==> src/rtl/mysystem_pio_pkg.sv <==
// Shared constants for the mysystem PIO/GPIO peripheral: register offsets
// and edge-capture mode encodings.
package mysystem_pio_pkg;

    // Word offsets on the Avalon-MM slave
    localparam logic [2:0] REG_DATA    = 3'd0;
    localparam logic [2:0] REG_DIR     = 3'd1;
    localparam logic [2:0] REG_IRQMASK = 3'd2;
    localparam logic [2:0] REG_EDGE    = 3'd3;
    localparam logic [2:0] REG_OUTSET  = 3'd4;
    localparam logic [2:0] REG_OUTCLR  = 3'd5;

    // Edge-capture modes
    localparam int EDGE_RISE = 0;
    localparam int EDGE_FALL = 1;
    localparam int EDGE_ANY  = 2;

endpackage

==> src/rtl/mysystem_pio_gpio_if.sv <==
// Avalon-MM slave bus bundle for the GPIO peripheral (no wait states).
interface mysystem_pio_gpio_if;
    logic [2:0]  address;
    logic        chipselect;
    logic        write_n;
    logic        read_n;
    logic [31:0] writedata;
    logic [31:0] readdata;

    modport master (
        output address, chipselect, write_n, read_n, writedata,
        input  readdata
    );

    modport slave (
        input  address, chipselect, write_n, read_n, writedata,
        output readdata
    );
endinterface

==> src/rtl/mysystem_pio_sync_edge.sv <==
// Input synchroniser, previous-sample stage and edge pulse generation.
// in_sync lags in_port by SYNC_STAGES clocks; edge_pulse is combinational
// from in_sync vs in_prev, so the capture register one level up sees the
// edge SYNC_STAGES+1 clocks after the pin changed.
module mysystem_pio_sync_edge
    import mysystem_pio_pkg::*;
#(
    parameter int WIDTH       = 32,
    parameter int SYNC_STAGES = 2,
    parameter int EDGE_TYPE   = EDGE_RISE
) (
    input  logic             clk,
    input  logic             reset,
    input  logic [WIDTH-1:0] in_port,
    output logic [WIDTH-1:0] in_sync,
    output logic [WIDTH-1:0] edge_pulse
);

    logic [SYNC_STAGES-1:0][WIDTH-1:0] sync_q;
    logic [WIDTH-1:0]                  in_prev;

    assign in_sync = sync_q[SYNC_STAGES-1];

    // Shift the pins through the synchroniser and keep one older sample
    always_ff @(posedge clk or posedge reset) begin
        if (reset) begin
            sync_q  <= '0;
            in_prev <= '0;
        end else begin
            sync_q  <= {sync_q[SYNC_STAGES-2:0], in_port};
            in_prev <= in_sync;
        end
    end

    // Select which transition produces a capture pulse
    always_comb begin
        edge_pulse = in_sync & ~in_prev;
        case (EDGE_TYPE)
            EDGE_FALL: edge_pulse = ~in_sync & in_prev;
            EDGE_ANY:  edge_pulse = in_sync ^ in_prev;
            default:   edge_pulse = in_sync & ~in_prev;
        endcase
    end

endmodule

==> src/rtl/mysystem_pio_gpio.sv <==
// Parametrised bidirectional GPIO on Avalon-MM: per-bit direction, atomic
// set/clear, synchronised inputs, sticky edge capture and a maskable,
// registered level interrupt.
module mysystem_pio_gpio
    import mysystem_pio_pkg::*;
#(
    parameter int          WIDTH       = 32,
    parameter logic [31:0] RESET_OUT   = '0,
    parameter logic [31:0] RESET_DIR   = '0,
    parameter int          EDGE_TYPE   = EDGE_RISE,
    parameter int          SYNC_STAGES = 2
) (
    input  logic                clk,
    input  logic                reset,
    mysystem_pio_gpio_if.slave  bus,
    input  logic [WIDTH-1:0]    in_port,
    output logic [WIDTH-1:0]    out_port,
    output logic [WIDTH-1:0]    oe_port,
    output logic                irq
);

    logic             wr, rd;
    logic [WIDTH-1:0] wdata, in_sync, edge_pulse, edge_clr;
    logic [WIDTH-1:0] irq_mask, edge_cap;
    logic [31:0]      rd_mux, readdata_q;

    assign wr       = bus.chipselect & ~bus.write_n;
    assign rd       = bus.chipselect & ~bus.read_n;
    assign wdata    = bus.writedata[WIDTH-1:0];
    assign edge_clr = (wr && bus.address == REG_EDGE) ? wdata : '0;
    assign bus.readdata = readdata_q;

    mysystem_pio_sync_edge #(
        .WIDTH       (WIDTH),
        .SYNC_STAGES (SYNC_STAGES),
        .EDGE_TYPE   (EDGE_TYPE)
    ) u_sync_edge (
        .clk        (clk),
        .reset      (reset),
        .in_port    (in_port),
        .in_sync    (in_sync),
        .edge_pulse (edge_pulse)
    );

    // Writable control registers; reserved offsets fall through untouched
    always_ff @(posedge clk or posedge reset) begin
        if (reset) begin
            out_port <= RESET_OUT[WIDTH-1:0];
            oe_port  <= RESET_DIR[WIDTH-1:0];
            irq_mask <= '0;
        end else if (wr) begin
            case (bus.address)
                REG_DATA:    out_port <= wdata;
                REG_DIR:     oe_port  <= wdata;
                REG_IRQMASK: irq_mask <= wdata;
                REG_OUTSET:  out_port <= out_port | wdata;
                REG_OUTCLR:  out_port <= out_port & ~wdata;
                default:     ;
            endcase
        end
    end

    // Sticky capture with W1C; a new edge overrides a same-cycle clear
    always_ff @(posedge clk or posedge reset) begin
        if (reset) begin
            edge_cap <= '0;
            irq      <= 1'b0;
        end else begin
            edge_cap <= (edge_cap & ~edge_clr) | edge_pulse;
            irq      <= |(edge_cap & irq_mask);
        end
    end

    // Read mux; bits above WIDTH and write-only/reserved offsets read 0
    always_comb begin
        rd_mux = '0;
        case (bus.address)
            REG_DATA:    rd_mux[WIDTH-1:0] = (oe_port & out_port) | (~oe_port & in_sync);
            REG_DIR:     rd_mux[WIDTH-1:0] = oe_port;
            REG_IRQMASK: rd_mux[WIDTH-1:0] = irq_mask;
            REG_EDGE:    rd_mux[WIDTH-1:0] = edge_cap;
            default:     rd_mux = '0;
        endcase
    end

    // Registered read data, held between reads
    always_ff @(posedge clk or posedge reset) begin
        if (reset)   readdata_q <= '0;
        else if (rd) readdata_q <= rd_mux;
    end

endmodule

==> src/flat_wrapper.sv <==
// flat-port wrapper written by rule: the top's interface ports become plain ports
module mysystem_pio_gpio_flat import mysystem_pio_pkg::*;
#(
    parameter int          WIDTH       = 32,
    parameter logic [31:0] RESET_OUT   = '0,
    parameter logic [31:0] RESET_DIR   = '0,
    parameter int          EDGE_TYPE   = EDGE_RISE,
    parameter int          SYNC_STAGES = 2
)
  (clk, reset, in_port, out_port, oe_port, irq, bus_address, bus_chipselect, bus_write_n, bus_read_n, bus_writedata, bus_readdata);
  mysystem_pio_gpio_if bus_i ();
  input  logic clk;
  input  logic reset;
  input  logic [WIDTH-1:0] in_port;
  output logic [WIDTH-1:0] out_port;
  output logic [WIDTH-1:0] oe_port;
  output logic irq;
  input wire logic [$bits(bus_i.address)-1:0] bus_address;
  input wire logic [$bits(bus_i.chipselect)-1:0] bus_chipselect;
  input wire logic [$bits(bus_i.write_n)-1:0] bus_write_n;
  input wire logic [$bits(bus_i.read_n)-1:0] bus_read_n;
  input wire logic [$bits(bus_i.writedata)-1:0] bus_writedata;
  output wire logic [$bits(bus_i.readdata)-1:0] bus_readdata;
  assign bus_i.address = bus_address;
  assign bus_i.chipselect = bus_chipselect;
  assign bus_i.write_n = bus_write_n;
  assign bus_i.read_n = bus_read_n;
  assign bus_i.writedata = bus_writedata;
  assign bus_readdata = bus_i.readdata;
  mysystem_pio_gpio #(.WIDTH(WIDTH), .RESET_OUT(RESET_OUT), .RESET_DIR(RESET_DIR), .EDGE_TYPE(EDGE_TYPE), .SYNC_STAGES(SYNC_STAGES)) u_core (.clk(clk), .reset(reset), .bus(bus_i), .in_port(in_port), .out_port(out_port), .oe_port(oe_port), .irq(irq));
endmodule
==> config.mk <==
export PLATFORM = sky130hd
export DESIGN_NAME = mysystem_pio_gpio_flat
export DESIGN_NICKNAME = d
export VERILOG_FILES = /design/src/rtl/mysystem_pio_pkg.sv /design/src/rtl/mysystem_pio_gpio_if.sv /design/src/rtl/mysystem_pio_sync_edge.sv /design/src/rtl/mysystem_pio_gpio.sv /design/src/flat_wrapper.sv
export SDC_FILE = /design/constraint.sdc
export NUM_CORES = 1
export LEC_CHECK = 0
export CORE_MARGIN = 5
export CORE_UTILIZATION = 45
export DETAILED_ROUTE_END_ITERATION = 12
export MAX_ROUTING_LAYER = met4
export PLACE_DENSITY = 0.82
export RECOVER_POWER = 50
export SETUP_SLACK_MARGIN = 0.1
export SYNTH_ARGS = -nofsm -noshare
export SYNTH_HDL_FRONTEND = slang
export SYNTH_SLANG_ARGS = --single-unit
==> constraint.sdc <==
create_clock -name clk -period 9.5 [get_ports clk]
set_input_delay 2.85 -clock clk [delete_from_list [all_inputs] [get_ports clk]]
set_output_delay 2.85 -clock clk [all_outputs]
set_load 0.005 [all_outputs]
# Yosys cells after proc, flatten, opt, wreduce, memory -nomap -nowiden
# Index checks and enable logic that the tools add are counted.
# word_totals
reg_bits,257
input_bits,72
output_inout_bits,97
elab_cells,41
# classes
n_eq_ne,5
n_mux,3
bitwise,17
reduce_logical,7
# op_table
op,n
32-bit bitwise AND,6
32-bit inverter,4
32-bit one-hot mux with 4 select lines,1
32-bit OR,3
32-bit one-hot mux with 3 select lines,1
32-bit 2-to-1 mux,1
32-bit OR reduction,1
"3-bit by 2-bit == test with 1-bit output, second input constant",2
"3-bit == test, second input constant",2
2-bit AND reduction,3
"3-bit by 1-bit == test with 1-bit output, second input constant",1
3-bit logical NOT,1
3-bit nonzero test,1
1-bit bitwise AND,2
1-bit inverter,2
1-bit logical AND,1

# Logic depth before layout (Yosys ltp)
# logic_depth
word_depth,7
mapped_depth,6
mapped_depth_nobuf,4

# Cells and area by module
# Synthesis repeated with hierarchy kept, for this count alone.
# unflattened
cells_unflattened,866
hier_area_um2,10854.2
# modules_own_cells
module,n_inst,cells_per_inst,area_per_inst_um2,seq_area_each_um2
mysystem_pio_gpio,1,705,7767.4,4028.9
mysystem_pio_sync_edge,1,161,3086.7,2402.3

# Worst setup path after synthesis
# No wires, ideal clock.
# synth_path
kind,input to register
startpoint,input bus_write_n
endpoint,register u_core.oe_port[0]
setup_ns,0.127
t_arrival_ns,4.002
required_ns,9.373
path_slack_ns,5.370
path_stages,5
path_buffers,2
cell_sequence,nand2b_1 -> or4_1 -> buf_2 -> buf_6 -> mux2_1
# synth_between
elab_chain_len,3
# synth_rtl
element,line_no,text
from (decl),flat_wrapper.sv:20,input wire logic [$bits(bus_i.write_n)-1:0] bus_write_n;
1-bit inverter,mysystem_pio_gpio.sv:27,assign wr = bus.chipselect & ~bus.write_n;
1-bit bitwise AND,mysystem_pio_gpio.sv:27,
2-bit AND reduction (no line),n/a,
to (signal assigned),mysystem_pio_gpio.sv:49,oe_port <= RESET_DIR[WIDTH-1:0];
to (signal assigned),mysystem_pio_gpio.sv:54,REG_DIR: oe_port <= wdata;
to (decl),mysystem_pio_gpio.sv:18,"output logic [WIDTH-1:0] oe_port,"
# Every way passes these cells.
# A chain may end at the register's enable or synchronous reset.

# Worst setup path after layout
# layout_path
startpoint,input bus_read_n
endpoint,"register u_core.readdata_q[22], in the netlist u_core.bus.readdata[22]"
# layout_between
elab_chain_len,2
# layout_rtl
element,line_no,text
from (decl),flat_wrapper.sv:21,input wire logic [$bits(bus_i.read_n)-1:0] bus_read_n;
1-bit inverter,mysystem_pio_gpio.sv:28,assign rd = bus.chipselect & ~bus.read_n;
1-bit bitwise AND,mysystem_pio_gpio.sv:28,
to (signal assigned),mysystem_pio_gpio.sv:89,else if (rd) readdata_q <= rd_mux;
to (decl),mysystem_pio_gpio.sv:25,"logic [31:0] rd_mux, readdata_q;"
# Every way passes these cells.

==> impl_metrics.py <==
metrics = {
    "run_status": {
        "status": "complete, but fails checks",
        "violations": "capacitance limit, slew limit",
    },
    "yosys": {
        "synth.distinct_cells": 30,
        "synth_top_area_frac": 0.6493,
        "ys_ff_latch": 257,
        "syn_area_um2": 9904,
        "async_flop_share": 1.000,
        "yosysMostFrequentCell": "dfrtp_1",
        "synth_fp_nets": 826,
        "syn_avg_cell_area_um2": 13.14,
        "synth_edf_count": 0,
        "ys.flop_type": "dfrtp_1",
        "seq_area_frac_synth": 0.6493,
        "yosysWarnings": 0,
        "netlist_top_cells_area": "dfrtp_1 (65%), a22o_1 (5.7%), mux2_2 (3.9%), mux2_1 (3.4%), o21ai_0 (2.2%)",
        "yosysTopAreaCell": "dfrtp_1",
        "netlist_instances": 754,
        "ys_top_cells_by_count": "dfrtp_1 (257), a22o_1 (64), nand2_1 (53), inv_1 (45), o21ai_0 (44)",
    },
    "clock_tree": {
        "clkLatencyLatePin_ns": 0.53,
        "clkTransAtPathRegs_ns": 0.06,
        "cts_tree": "yes",
        "cts-root-buf": "clkbuf_16",
        "cts_setup_buffers": 0,
        "clock-sinks": 257,
        "cts_resized": 0,
        "clockBufferDepth": 3,
        "h-tree-depth": 1,
        "cts_buffers": 27,
        "hold_buffers": 0,
    },
    "sta": {
        "final.period_utilization": 0.7351,
        "setup_tns_ns": 0,
        "fin_crit_ns": 6.984,
        "slew_headroom": -0.7992,
        "fin_skew_ns": 0.009228,
        "holdWs_ns": 0.3468,
        "setup_viol": 0,
        "tightest_slew_ns": 2.689,
        "hold_viol": 0,
        "rsz0062_at_grt": "no",
        "worst_slack_ns": 2.516,
        "drv_slew": 119,
        "max_freq_mhz": 143.2,
    },
    "setup_path": {
        "cp-end-kind": "flip-flop",
        "critical_path.n_buffers_inverters": 2,
        "worstSetupPathType": "primary input to flip-flop",
        "cp_max_fo": 34,
        "required_ns": 9.92,
        "arrival_ns": 7.40,
        "max_stage_delay_ns": 2.34,
        "path_cells": "dlygate4sd3_1 -> nand2b_2 -> clkbuf_1 -> nor2_1 -> o221ai_1 -> o21ai_0",
        "crit_family": "simple AND/OR/NAND/NOR gates",
        "startpoint_type": "primary input",
        "cpMaxStageDelayCell": "nor2_1",
    },
    "floorplanning": {
        "die_height_um": 158.4,
        "dieArea_um2": 25080,
        "dieWidth_um": 158.4,
        "coreArea_um2": 21760,
        "ios": 169,
        "rows": 54,
        "initial_core_util": 0.4553,
    },
    "pwr": {
        "powerDensity_nw_per_um2": 220.8,
        "power_uw": 2802,
        "peakVddDrop_mv": 0.1348,
        "total_leakage_power_uw": 0.005671,
    },
    "route": {
        "viasPerCell": 5.777,
        "wl_um": 26250,
        "first_pass_iters": 5,
        "drtIter0Drc": 423,
        "wl_per_cell_um": 21.58,
        "drc": 0,
        "ant_nets": 0,
        "num_vias": 7025,
    },
    "layout": {
        "area_growth_pct": 28.13,
        "finalInstanceArea_um2": 12690,
        "n_antenna_cell": 0,
        "drive_gt1_frac": 0.1068,
        "final_nets": 990,
    },
    "job": {
        "maxCapViolCount": 3,
    },
    "placed_design": {
        "place_area_um2": 11860,
        "dp_hpwl_um": 17420,
        "pre_cts_ws_ns": 3.893,
        "place_congestion": 0.8001,
        "portBuffers": 168,
    },
    "hold_path": {
        "hold_class": "flip-flop to flip-flop",
    },
    "grt": {
        "grt.overflow.total": 0,
        "grt_start_max_net_pins": 83,
        "antenna_found_initial": 0,
        "grt_use_total": 0.2142,
        "grt_pass1_wl_um": 41080,
        "grt_pass1_vias": 7416,
    },
}
==> cell families (layout without fill, tap and decap cells) <==
group           Yosys count  after routing  synth area share
mux                      84             84           0.09298
xor+xnor                  1              1         0.0008844
simple gates            101            101           0.05217
compound gates          220            220            0.1668
buf+inv                  91            273           0.03790
flops                   257            257            0.6493
==> flip-flops by register name (all words and copies together) (netlist names) <==
name	cells
u_core.bus.readdata	32
u_core.edge_cap	32
u_core.irq	1
u_core.irq_mask	32
u_core.oe_port	32
u_core.out_port	32
u_core.u_sync_edge.in_prev	32
u_core.u_sync_edge.in_sync	32
u_core.u_sync_edge.sync_q	32
==> layer usage <==
layer  wire length [um]  up-vias  share of wire  GRT usage
met3               1884       54          0.072    0.03697
met1              10860     3608           0.41     0.2753
met4                668        0          0.025    0.07027
met2              12840      274           0.49     0.3489
met5                  0        -              0          -
li1                   -     3089              -          -
==> worst reg2reg max path: stages, from the launching register on <==
cell     delay, ns
dfrtp_1       0.40
a22oi_1       0.34
nand4_1       0.17
or4_1         0.53
==> area by class of cell <==
class / count / area (um2)
clock buffers: 34 / 752.0
fillers: 1709 / 9065
repair buffers: 180 / 1754
inverters: 46 / 176.4
clock inverters: 13 / 98.84
multi-input cells: 406 / 3128
well taps: 280 / 350.3
flip-flops and latches: 257 / 6431
==> worst paths after layout <==
kind,slack (ns),depth (start not counted),endpoint,start
max,2.52,6,u_core.bus.readdata[22],bus_read_n
min,0.35,0,u_core.u_sync_edge.in_sync[20],u_core.u_sync_edge.sync_q[20]
max reg2reg,7.93,3,u_core.irq,u_core.edge_cap[5]
min reg2reg,0.35,0,u_core.u_sync_edge.in_sync[20],u_core.u_sync_edge.sync_q[20]
max in group asynchronous,3.71,4,u_core.bus.readdata[22],reset
min in group asynchronous,3.10,3,u_core.u_sync_edge.sync_q[13],reset
==> placed cells by master (no fill, tap or decap), types with 12 or more instances in the layout <==
cell type	instances
dfrtp_1	257
dlygate4sd3_1	122
a22o_1	64
nand2_1	53
inv_1	44
o21ai_0	44
clkdlybuf4s50_1	44
mux2_2	34
mux2_1	30
clkbuf_16	27
a21oi_1	20
nor3b_1	20
o21bai_1	20
mux2i_1	20
a32o_1	20
a22oi_1	16
o221ai_1	12
nor2b_1	12
a211oi_1	12
a32oi_1	12
==> where the power goes <==
| part | switching, uW | leakage [uW] | internal [uW] |
|---|---|---|---|
| Combinational | 181 | 0.00223 | 257 |
| Sequential | 125 | 0.00302 | 1230 |
| Clock | 420 | 0.000425 | 584 |
| Total | 726 | 0.00567 | 2080 |
==> through the flow <==
stage	std cells	utilization
CTS	1216	0.5840
detailed placement	1169	0.5449
finish	1216	0.5833
floorplan	754	-
global placement	1169	0.5449
global route	1216	0.5833
(Power assumes the default switching activity.)
